<file path="src/rtl/sram8_word_adapter_pkg.sv">
// Shared types and constants for the 32-bit to byte-wide SRAM adapter.
// Contents: FSM state encoding, lane count and lane index width.
package sram8_adapter_pkg;

  typedef enum logic [1:0] {
    IDLE   = 2'd0,
    ACCESS = 2'd1,
    DRAIN  = 2'd2,
    RESP   = 2'd3
  } sram8_state_e;

  localparam int NUM_LANES = 4;
  localparam int LANE_W    = 2;

endpackage

</file>
<file path="src/rtl/sram8_word_adapter_if.sv">
// Word-side req/gnt/rvalid bus between a core or interconnect and the adapter.
// Signals:
//   req, addr, we, be, wdata : driven by the requester (master)
//   gnt, rvalid, rdata       : driven by the adapter (slave)
interface sram8_word_adapter_if
  import sram8_adapter_pkg::*;
#(
  parameter int AW = 10
);

  logic                 req;
  logic                 gnt;
  logic [AW-1:0]        addr;
  logic                 we;
  logic [NUM_LANES-1:0] be;
  logic [31:0]          wdata;
  logic                 rvalid;
  logic [31:0]          rdata;

  modport master (
    output req, addr, we, be, wdata,
    input  gnt, rvalid, rdata
  );

  modport slave (
    input  req, addr, we, be, wdata,
    output gnt, rvalid, rdata
  );

endinterface

</file>
<file path="src/rtl/sram8_word_adapter_lane_sel.sv">
// Lowest-set-bit encoder for the remaining byte-lane mask.
// Ports:
//   mask      in  : lanes still to be issued
//   lane      out : index of the lowest set bit (0 when mask is empty)
//   mask_next out : mask with that bit cleared
module sram8_lane_sel
  import sram8_adapter_pkg::*;
(
  input  logic [NUM_LANES-1:0] mask,
  output logic [LANE_W-1:0]    lane,
  output logic [NUM_LANES-1:0] mask_next
);

  always_comb begin
    lane      = 2'd0;
    mask_next = mask;
    if (mask[0]) begin
      lane         = 2'd0;
      mask_next[0] = 1'b0;
    end else if (mask[1]) begin
      lane         = 2'd1;
      mask_next[1] = 1'b0;
    end else if (mask[2]) begin
      lane         = 2'd2;
      mask_next[2] = 1'b0;
    end else if (mask[3]) begin
      lane         = 2'd3;
      mask_next[3] = 1'b0;
    end
  end

endmodule

</file>
<file path="src/rtl/sram8_word_adapter.sv">
// Bridges a 32-bit req/gnt/rvalid bus onto a byte-wide single-port SRAM
// wrapper with 1-cycle read latency. Each word access is split into one byte
// access per enabled lane (ascending), and read bytes are reassembled.
//
// state  | meaning
// IDLE   | granting; waiting for req
// ACCESS | issuing one enabled byte lane per cycle
// DRAIN  | SRAM idle; capturing the last read byte
// RESP   | one-cycle rvalid pulse with assembled rdata
//
// Ports:
//   clk, rst_n     : clock, async active-low reset
//   bus            : word-side slave port (req/gnt/addr/we/be/wdata/rvalid/rdata)
//   sram_*_o       : byte macro controls, connect 1:1 to the wrapper
//   sram_rdata_i   : macro read byte, valid the cycle after an enabled read
//   ram_ctrl_i/_o  : macro timing control, passed straight through
module sram8_word_adapter
  import sram8_adapter_pkg::*;
#(
  parameter int AW         = 10,
  parameter int RAM_CTRL_W = 5
) (
  input  logic                  clk,
  input  logic                  rst_n,
  sram8_word_adapter_if.slave   bus,
  output logic                  sram_en_o,
  output logic                  sram_we_o,
  output logic [AW-1:0]         sram_addr_o,
  output logic [7:0]            sram_wdata_o,
  output logic                  sram_be_o,
  input  logic [7:0]            sram_rdata_i,
  input  logic [RAM_CTRL_W-1:0] ram_ctrl_i,
  output logic [RAM_CTRL_W-1:0] ram_ctrl_o
);

  sram8_state_e         state_q, state_d;
  logic [AW-3:0]        addr_q;
  logic                 we_q;
  logic [NUM_LANES-1:0] mask_q;
  logic [31:0]          wdata_q;
  logic [31:0]          acc_q;
  logic [LANE_W-1:0]    lane_q;
  logic                 cap_q;

  logic [LANE_W-1:0]    lane;
  logic [NUM_LANES-1:0] mask_next;
  logic                 accept;

  // Word-aligned bus: the byte offset bits carry no information.
  logic                 addr_lsb_unused;
  assign addr_lsb_unused = ^bus.addr[1:0];

  assign accept     = (state_q == IDLE) && bus.req;
  assign sram_be_o  = 1'b1;
  assign ram_ctrl_o = ram_ctrl_i;

  sram8_lane_sel u_lane_sel (
    .mask      (mask_q),
    .lane      (lane),
    .mask_next (mask_next)
  );

  always_ff @(posedge clk or negedge rst_n) begin
    if (!rst_n) begin
      state_q <= IDLE;
    end else begin
      state_q <= state_d;
    end
  end

  always_comb begin
    state_d      = state_q;
    bus.gnt      = 1'b0;
    bus.rvalid   = 1'b0;
    bus.rdata    = 32'h0;
    sram_en_o    = 1'b0;
    sram_we_o    = 1'b0;
    sram_addr_o  = '0;
    sram_wdata_o = 8'h00;
    case (state_q)
      IDLE: begin
        bus.gnt = 1'b1;
        if (bus.req) begin
          state_d = (bus.be == '0) ? RESP : ACCESS;
        end
      end
      ACCESS: begin
        sram_en_o    = 1'b1;
        sram_we_o    = we_q;
        sram_addr_o  = {addr_q, lane};
        sram_wdata_o = wdata_q[{lane, 3'b000} +: 8];
        if (mask_next == '0) begin
          state_d = DRAIN;
        end
      end
      DRAIN: begin
        state_d = RESP;
      end
      RESP: begin
        bus.rvalid = 1'b1;
        bus.rdata  = acc_q;
        state_d    = IDLE;
      end
      default: begin
        state_d = IDLE;
      end
    endcase
  end

  // Read bytes arrive one cycle after issue, so the lane index and a
  // read-issued flag are carried one stage to steer the capture.
  always_ff @(posedge clk or negedge rst_n) begin
    if (!rst_n) begin
      addr_q  <= '0;
      we_q    <= 1'b0;
      mask_q  <= '0;
      wdata_q <= 32'h0;
      acc_q   <= 32'h0;
      lane_q  <= '0;
      cap_q   <= 1'b0;
    end else begin
      cap_q  <= (state_q == ACCESS) && !we_q;
      lane_q <= lane;
      if (accept) begin
        addr_q  <= bus.addr[AW-1:2];
        we_q    <= bus.we;
        mask_q  <= bus.be;
        wdata_q <= bus.wdata;
      end else if (state_q == ACCESS) begin
        mask_q  <= mask_next;
      end
      if (accept) begin
        acc_q <= 32'h0;
      end else if (cap_q) begin
        acc_q[{lane_q, 3'b000} +: 8] <= sram_rdata_i;
      end
    end
  end

endmodule

</file>
<file path="src/flat_wrapper.sv">
// flat-port wrapper written by rule: the top's interface ports become plain ports
module sram8_word_adapter_flat import sram8_adapter_pkg::*;
#(
  parameter int AW         = 10,
  parameter int RAM_CTRL_W = 5
)
  (clk, rst_n, sram_en_o, sram_we_o, sram_addr_o, sram_wdata_o, sram_be_o, sram_rdata_i, ram_ctrl_i, ram_ctrl_o, bus_req, bus_addr, bus_we, bus_be, bus_wdata, bus_gnt, bus_rvalid, bus_rdata);
  sram8_word_adapter_if #(.AW(AW)) bus_i ();
  input  logic clk;
  input  logic rst_n;
  output logic sram_en_o;
  output logic sram_we_o;
  output logic [AW-1:0] sram_addr_o;
  output logic [7:0] sram_wdata_o;
  output logic sram_be_o;
  input  logic [7:0] sram_rdata_i;
  input  logic [RAM_CTRL_W-1:0] ram_ctrl_i;
  output logic [RAM_CTRL_W-1:0] ram_ctrl_o;
  input wire logic [$bits(bus_i.req)-1:0] bus_req;
  input wire logic [$bits(bus_i.addr)-1:0] bus_addr;
  input wire logic [$bits(bus_i.we)-1:0] bus_we;
  input wire logic [$bits(bus_i.be)-1:0] bus_be;
  input wire logic [$bits(bus_i.wdata)-1:0] bus_wdata;
  output wire logic [$bits(bus_i.gnt)-1:0] bus_gnt;
  output wire logic [$bits(bus_i.rvalid)-1:0] bus_rvalid;
  output wire logic [$bits(bus_i.rdata)-1:0] bus_rdata;
  assign bus_i.req = bus_req;
  assign bus_i.addr = bus_addr;
  assign bus_i.we = bus_we;
  assign bus_i.be = bus_be;
  assign bus_i.wdata = bus_wdata;
  assign bus_gnt = bus_i.gnt;
  assign bus_rvalid = bus_i.rvalid;
  assign bus_rdata = bus_i.rdata;
  sram8_word_adapter #(.AW(AW), .RAM_CTRL_W(RAM_CTRL_W)) u_core (.clk(clk), .rst_n(rst_n), .bus(bus_i), .sram_en_o(sram_en_o), .sram_we_o(sram_we_o), .sram_addr_o(sram_addr_o), .sram_wdata_o(sram_wdata_o), .sram_be_o(sram_be_o), .sram_rdata_i(sram_rdata_i), .ram_ctrl_i(ram_ctrl_i), .ram_ctrl_o(ram_ctrl_o));
endmodule
</file>
<file path="config.mk">
export PLATFORM = sky130hd
export DESIGN_NAME = sram8_word_adapter_flat
export DESIGN_NICKNAME = d
export VERILOG_FILES = /design/src/rtl/sram8_word_adapter_pkg.sv /design/src/rtl/sram8_word_adapter_if.sv /design/src/rtl/sram8_word_adapter_lane_sel.sv /design/src/rtl/sram8_word_adapter.sv /design/src/flat_wrapper.sv
export SDC_FILE = /design/constraint.sdc
export NUM_CORES = 1
export LEC_CHECK = 0
export ABC_AREA = 1
export BUFFER_PORTS_ARGS = -buffer_cell sky130_fd_sc_hd__buf_2
export CAP_MARGIN = 20
export CORE_ASPECT_RATIO = 1.5
export CORE_MARGIN = 4
export CORE_UTILIZATION = 42
export CTS_BUF_LIST = sky130_fd_sc_hd__clkbuf_4
export DETAILED_ROUTE_END_ITERATION = 10
export PLACE_DENSITY = 0.64
export SYNTH_ARGS = -nofsm -noshare
export SYNTH_HDL_FRONTEND = slang
export SYNTH_SLANG_ARGS = --single-unit
export TNS_END_PERCENT = 100
</file>
<file path="constraint.sdc">
create_clock -name clk -period 4 [get_ports clk]
set_clock_uncertainty 0.1 [all_clocks]
set_input_delay 0.8 -clock clk [delete_from_list [all_inputs] [get_ports clk]]
set_output_delay 0.8 -clock clk [all_outputs]
set_load 0.05 [all_outputs]
</file>
* After elaboration in Yosys (flattened, before gate mapping)
Cells that the tools add are included.
Widths: inputs -> output; s select.
** Word-level totals
- Register bits :: 82
- Input port bits :: 63
- Logic and storage cells :: 49
** Cells by class
- Add/sub/neg operators :: 1
- Eq/ne operators :: 5
- Shifts and indexed selects :: 3
- Multiplexer cells :: 23
- Reduce and logical (&&, ||, !) cells :: 9
** Operators by type and width (number)
- $mux 32 :: 3
- $bwmux 32 :: 1
- $shift 8x7->32 const A :: 1
- $shiftx 32x6->8 :: 1
- $shiftx 8x7->32 :: 1
- $mux 2 :: 8
- $mux 10 :: 1
- $logic_not 4->1 :: 2
- $mux 4 :: 2
- $mux 8 :: 1
- $pmux 2 s4 :: 1
- $neg 5->7 :: 1
- $mux 1 :: 5
- $eq 2x2->1 const B :: 2
- $reduce_bool 2->1 :: 2
- $mux 3 :: 1
- $eq 2x1->1 const B :: 1
- $logic_and 1x1->1 :: 2
- $logic_not 2->1 :: 1
- $ne 2x1->1 const B :: 1
- $ne 2x2->1 const B :: 1
- $reduce_and 2->1 :: 1
- $logic_not 1->1 :: 1

* Longest topological paths before layout
- Depth in word-level cells :: 6
- Mapped depth :: 8
- Gate-level depth less buffers :: 8

* Hierarchy
Synthesis repeated with hierarchy kept, for this count alone.
** Second synthesis, totals
- Cell total of the unflattened synthesis :: 582
- Area total of the unflattened synthesis :: 4287.9 sq um
** By module, submodules not included
- sram8_word_adapter :: instances 1, cells an instance 570, area an instance 4227.8 sq um
- sram8_lane_sel :: instances 1, cells an instance 12, area an instance 60.1 sq um

* Least setup slack after synthesis
Ideal clock, no wire load.
- Kind :: reg-to-output
- Start point :: reg u_core.state_q[1]
- End point :: out sram_addr_o[0]
- Data arrival time :: 2.073 ns
- Required time :: 3.100 ns
- Setup slack :: 1.027 ns
- Stages on the path, launching flop included :: 6
- Cell sequence :: dfrtp_1 > inv_1 > ha_1 > inv_1 > buf_2 > nor2_1
** On the way
- Longest elaborated chain between the ends :: 2
** Ends and longest elaborated chain
- start: declaration :: RTL line sram8_word_adapter.sv:36 : sram8_state_e state_q, state_d;
- start signal: assignment :: RTL line sram8_word_adapter.sv:67 : state_q <= state_d;
- $eq 2x1->1 :: RTL line sram8_word_adapter.sv:80 : case (state_q)
- $mux 10 :: RTL line sram8_word_adapter.sv:80
- end: declaration :: RTL line flat_wrapper.sv:13 : output logic [AW-1:0] sram_addr_o;
Every way passes these cells.

* Final worst setup path
- Start point :: reg u_core.state_q[1]
- End point :: out sram_wdata_o[4]
** On the way
- Longest elaborated chain between the ends :: 2
** Ends and longest elaborated chain
- $eq 2x1->1 :: RTL line sram8_word_adapter.sv:80
- $mux 8 :: RTL line sram8_word_adapter.sv:80
- end: declaration :: RTL line flat_wrapper.sv:14 : output logic [7:0] sram_wdata_o;
Every way passes these cells.

==> impl_metrics.tcl <==
set metrics [dict create \
    power_frac_comb 0.522 \
    critical_path_arrival_ns 2.11 \
    post_route_cells_drive_above_1_share 0.272 \
    placed_cells 743 \
    drt_wl_total_mm 10.4 \
    final_cell_mix "nand2_1, buf_2, dfrtp_1" \
    seq_power_share 0.333 \
    grt-ovfl-total 0 \
    cp_num_buf_inv 4 \
    cap_violations 0 \
    cts_resized 0 \
    setup_ws_ns 0.993 \
    synthXorXnorAreaFrac 0 \
    finalPower_uw 3810 \
    fin_crit_sh 0.752 \
    die_y_um 132 \
    drt_iter0_drc 94 \
    yosysUniqueCellTypes 28 \
    first_pass_iters 4 \
    crit_required_ns 3.10 \
    synth.mux.area_fraction 0 \
    dieArea_mm2 0.0120 \
    worst_pin_slew_ns 0.593 \
    track_usage 0.179 \
    fin_nets 712 \
    fp.dieW_um 90.7 \
    antenna_left 0 \
    vdd_drop_max_mv 0.380 \
    synth_area_mm2 0.00430 \
    synthAdderAreaFrac 0.0291 \
    place_ws_ns 1.47 \
    crit_path_start_kind "register" \
    yosys_warnings 0 \
    start_util 0.427 \
    crit_path_max_incr_delay_ns 0.44 \
    synth-simple-area-share 0.292 \
    avgSynthCellArea_um2 7.94 \
    routabilityCongestion 0.826 \
    finalSetupViolations 0 \
    pwr-share-clk 0.144 \
    ctsLongestPathBuffers 2 \
    clk_latency_ns 0.43 \
    cts-root-buf "clkbuf_4" \
    hold_violations 0 \
    fmax_mhz 333 \
    crit_chain "inv_1 > ha_1 > buf_4 > inv_1 > a21oi_2 > buf_2" \
    p_int_uw 1940 \
    cp_slowest_cell "dfrtp_1" \
    grt_pass1_vias 3765 \
    cts_tree "done" \
    synth_nets 615 \
    postLayoutCoreUtil 0.503 \
    area_growth_pct 17.7 \
    drc_errors 0 \
    hpwl_mm 7.37 \
    vias_per_cell 4.89 \
    antenna_found_initial 0 \
    min_path_type "input port to asynchronous set/reset pin" \
    syn-instance-count 542 \
    num_rows 45 \
    num_vias 3725 \
    rsz0062_at_grt "false" \
    relSlewSlack 0.605 \
    numCtsBuffers 9 \
    switching_share 0.490 \
    power_density_mw_per_mm2 753 \
    leakagePower_uw 0.00299 \
    postCtsHoldBufs 0 \
    p_sw_uw 1870 \
    ys_ff_latch 82 \
    core_area_mm2 0.0101 \
    fin_tns_setup_ns 0 \
    layout_commonest_cell "nand2_1" \
    htreeDepth 3 \
    grt_max_degree 83 \
    crit_family "buffers and inverters" \
    path_class "register to primary output" \
    synth_top_family_by_area "simple AND/OR/NAND/NOR gates" \
    drv_slew 0 \
    diodes 0 \
    outcome "complete, no violations" \
    io_buffers 109 \
    worstSetupEndpointType "primary output" \
    crit_fanout 15 \
    fin_crit_ns 3.01 \
    path_common_cell "inv_1" \
    ys_seq_area_frac 0.477 \
    synth_compound_area_frac 0.0852 \
    grt_pass1_wl_mm 17.5 \
    path_clk_slew_ns 0.14 \
    final_cells 761 \
    cts_sinks 82 \
    postCtsSetupBuffers 0 \
    io_pins 123 \
    wl_per_cell_um 13.6 \
]
-- state kept, by name, summed over array words and instances, names as in the netlist --
name / count
u_core.addr_q: 8
u_core.acc_q: 32
u_core.state_q: 2
u_core.mask_q: 4
u_core.we_q: 1
u_core.lane_q: 2
u_core.wdata_q: 32
u_core.cap_q: 1
-- power by group through the flow --
| stage | combinational, uW | clock (uW) | sequential (uW) |
|---|---|---|---|
| 6_report | 1990 | 551 | 1270 |
| 4_1_cts | 2000 | 573 | 1270 |
| 2_1_floorplan | 1650 | 0 | 1240 |
| 3_3_place_gp | 1950 | 0 | 1270 |
| 3_5_place_dp | 1990 | 0 | 1290 |
| 5_1_grt | 2210 | 601 | 1300 |
-- kinds of logic (layout without fill, tap and decap cells) --
group | count (synthesis) | count (layout)
other cells | 1 | 1
fa+ha+maj | 10 | 10
buf+inv | 112 | 214
compound gates | 64 | 64
flops | 82 | 82
simple gates | 273 | 273
-- metrics by stage --
stage                     instance area, um2  hold slack (ns)
final                                   5060            0.207
after global routing                    5060            0.227
after CTS                               5020            0.391
after detailed placement                4860            0.362
after global placement                  4860            0.359
after floorplan                         4300            0.326
-- path summary, 6_finish.rpt --
check / endpoint / depth (start not counted) / slack [ns] / start
min: u_core.acc_q[17] / 1 / 0.21 / rst_n
max reg2reg: u_core.acc_q[23] / 6 / 1.85 / u_core.state_q[0]
max in group asynchronous: u_core.wdata_q[31] / 2 / 2.98 / rst_n
min in group clk: u_core.wdata_q[29] / 2 / 0.39 / u_core.wdata_q[29]
min reg2reg: u_core.wdata_q[29] / 2 / 0.39 / u_core.wdata_q[29]
max: sram_wdata_o[4] / 6 / 0.99 / u_core.state_q[1]
-- cells in the mapped netlist --
master,number,share of area
a21oi_2,8,0.016
buf_2,11,0.013
buf_4,9,0.016
buf_6,2,0.0052
bufinv_8,1,0.0041
clkbuf_1,6,0.0052
conb_1,1,0.00087
dfrtp_1,82,0.48
ha_1,10,0.029
inv_1,77,0.067
inv_2,5,0.0044
inv_4,1,0.0015
nand2_1,159,0.14
nand2_2,12,0.017
nand2_4,2,0.0052
nand3_1,69,0.080
nand3_2,8,0.019
nand3b_1,8,0.014
nand4_1,1,0.0015
nand4_2,1,0.0029
nor2_1,9,0.0078
nor2_2,3,0.0044
o211ai_1,2,0.0035
o211ai_2,1,0.0029
o21ai_0,22,0.026
o21ai_1,30,0.035
o21ai_2,1,0.0020
or2_2,1,0.0015
-- area by class of cell --
class,count,area [um2]
Clock buffer,11,82.6
Clock inverter,5,78.8
Fill cell,1024,5010
Inverter,84,332
Multi-Input combinational cell,348,1760
Sequential cell,82,2050
Tap cell,117,146
Timing Repair Buffer,114,618
-- metal layers --
layer / share of wire / vias to the layer above / GRT usage
met4: 0.037 / 0 / 0.0997
met2: 0.52 / 102 / 0.318
met1: 0.40 / 1714 / 0.200
met3: 0.050 / 25 / 0.0303
li1: - / 1884 / -
met5: 0 / - / 0
Power figures use the tool's default switching activity.
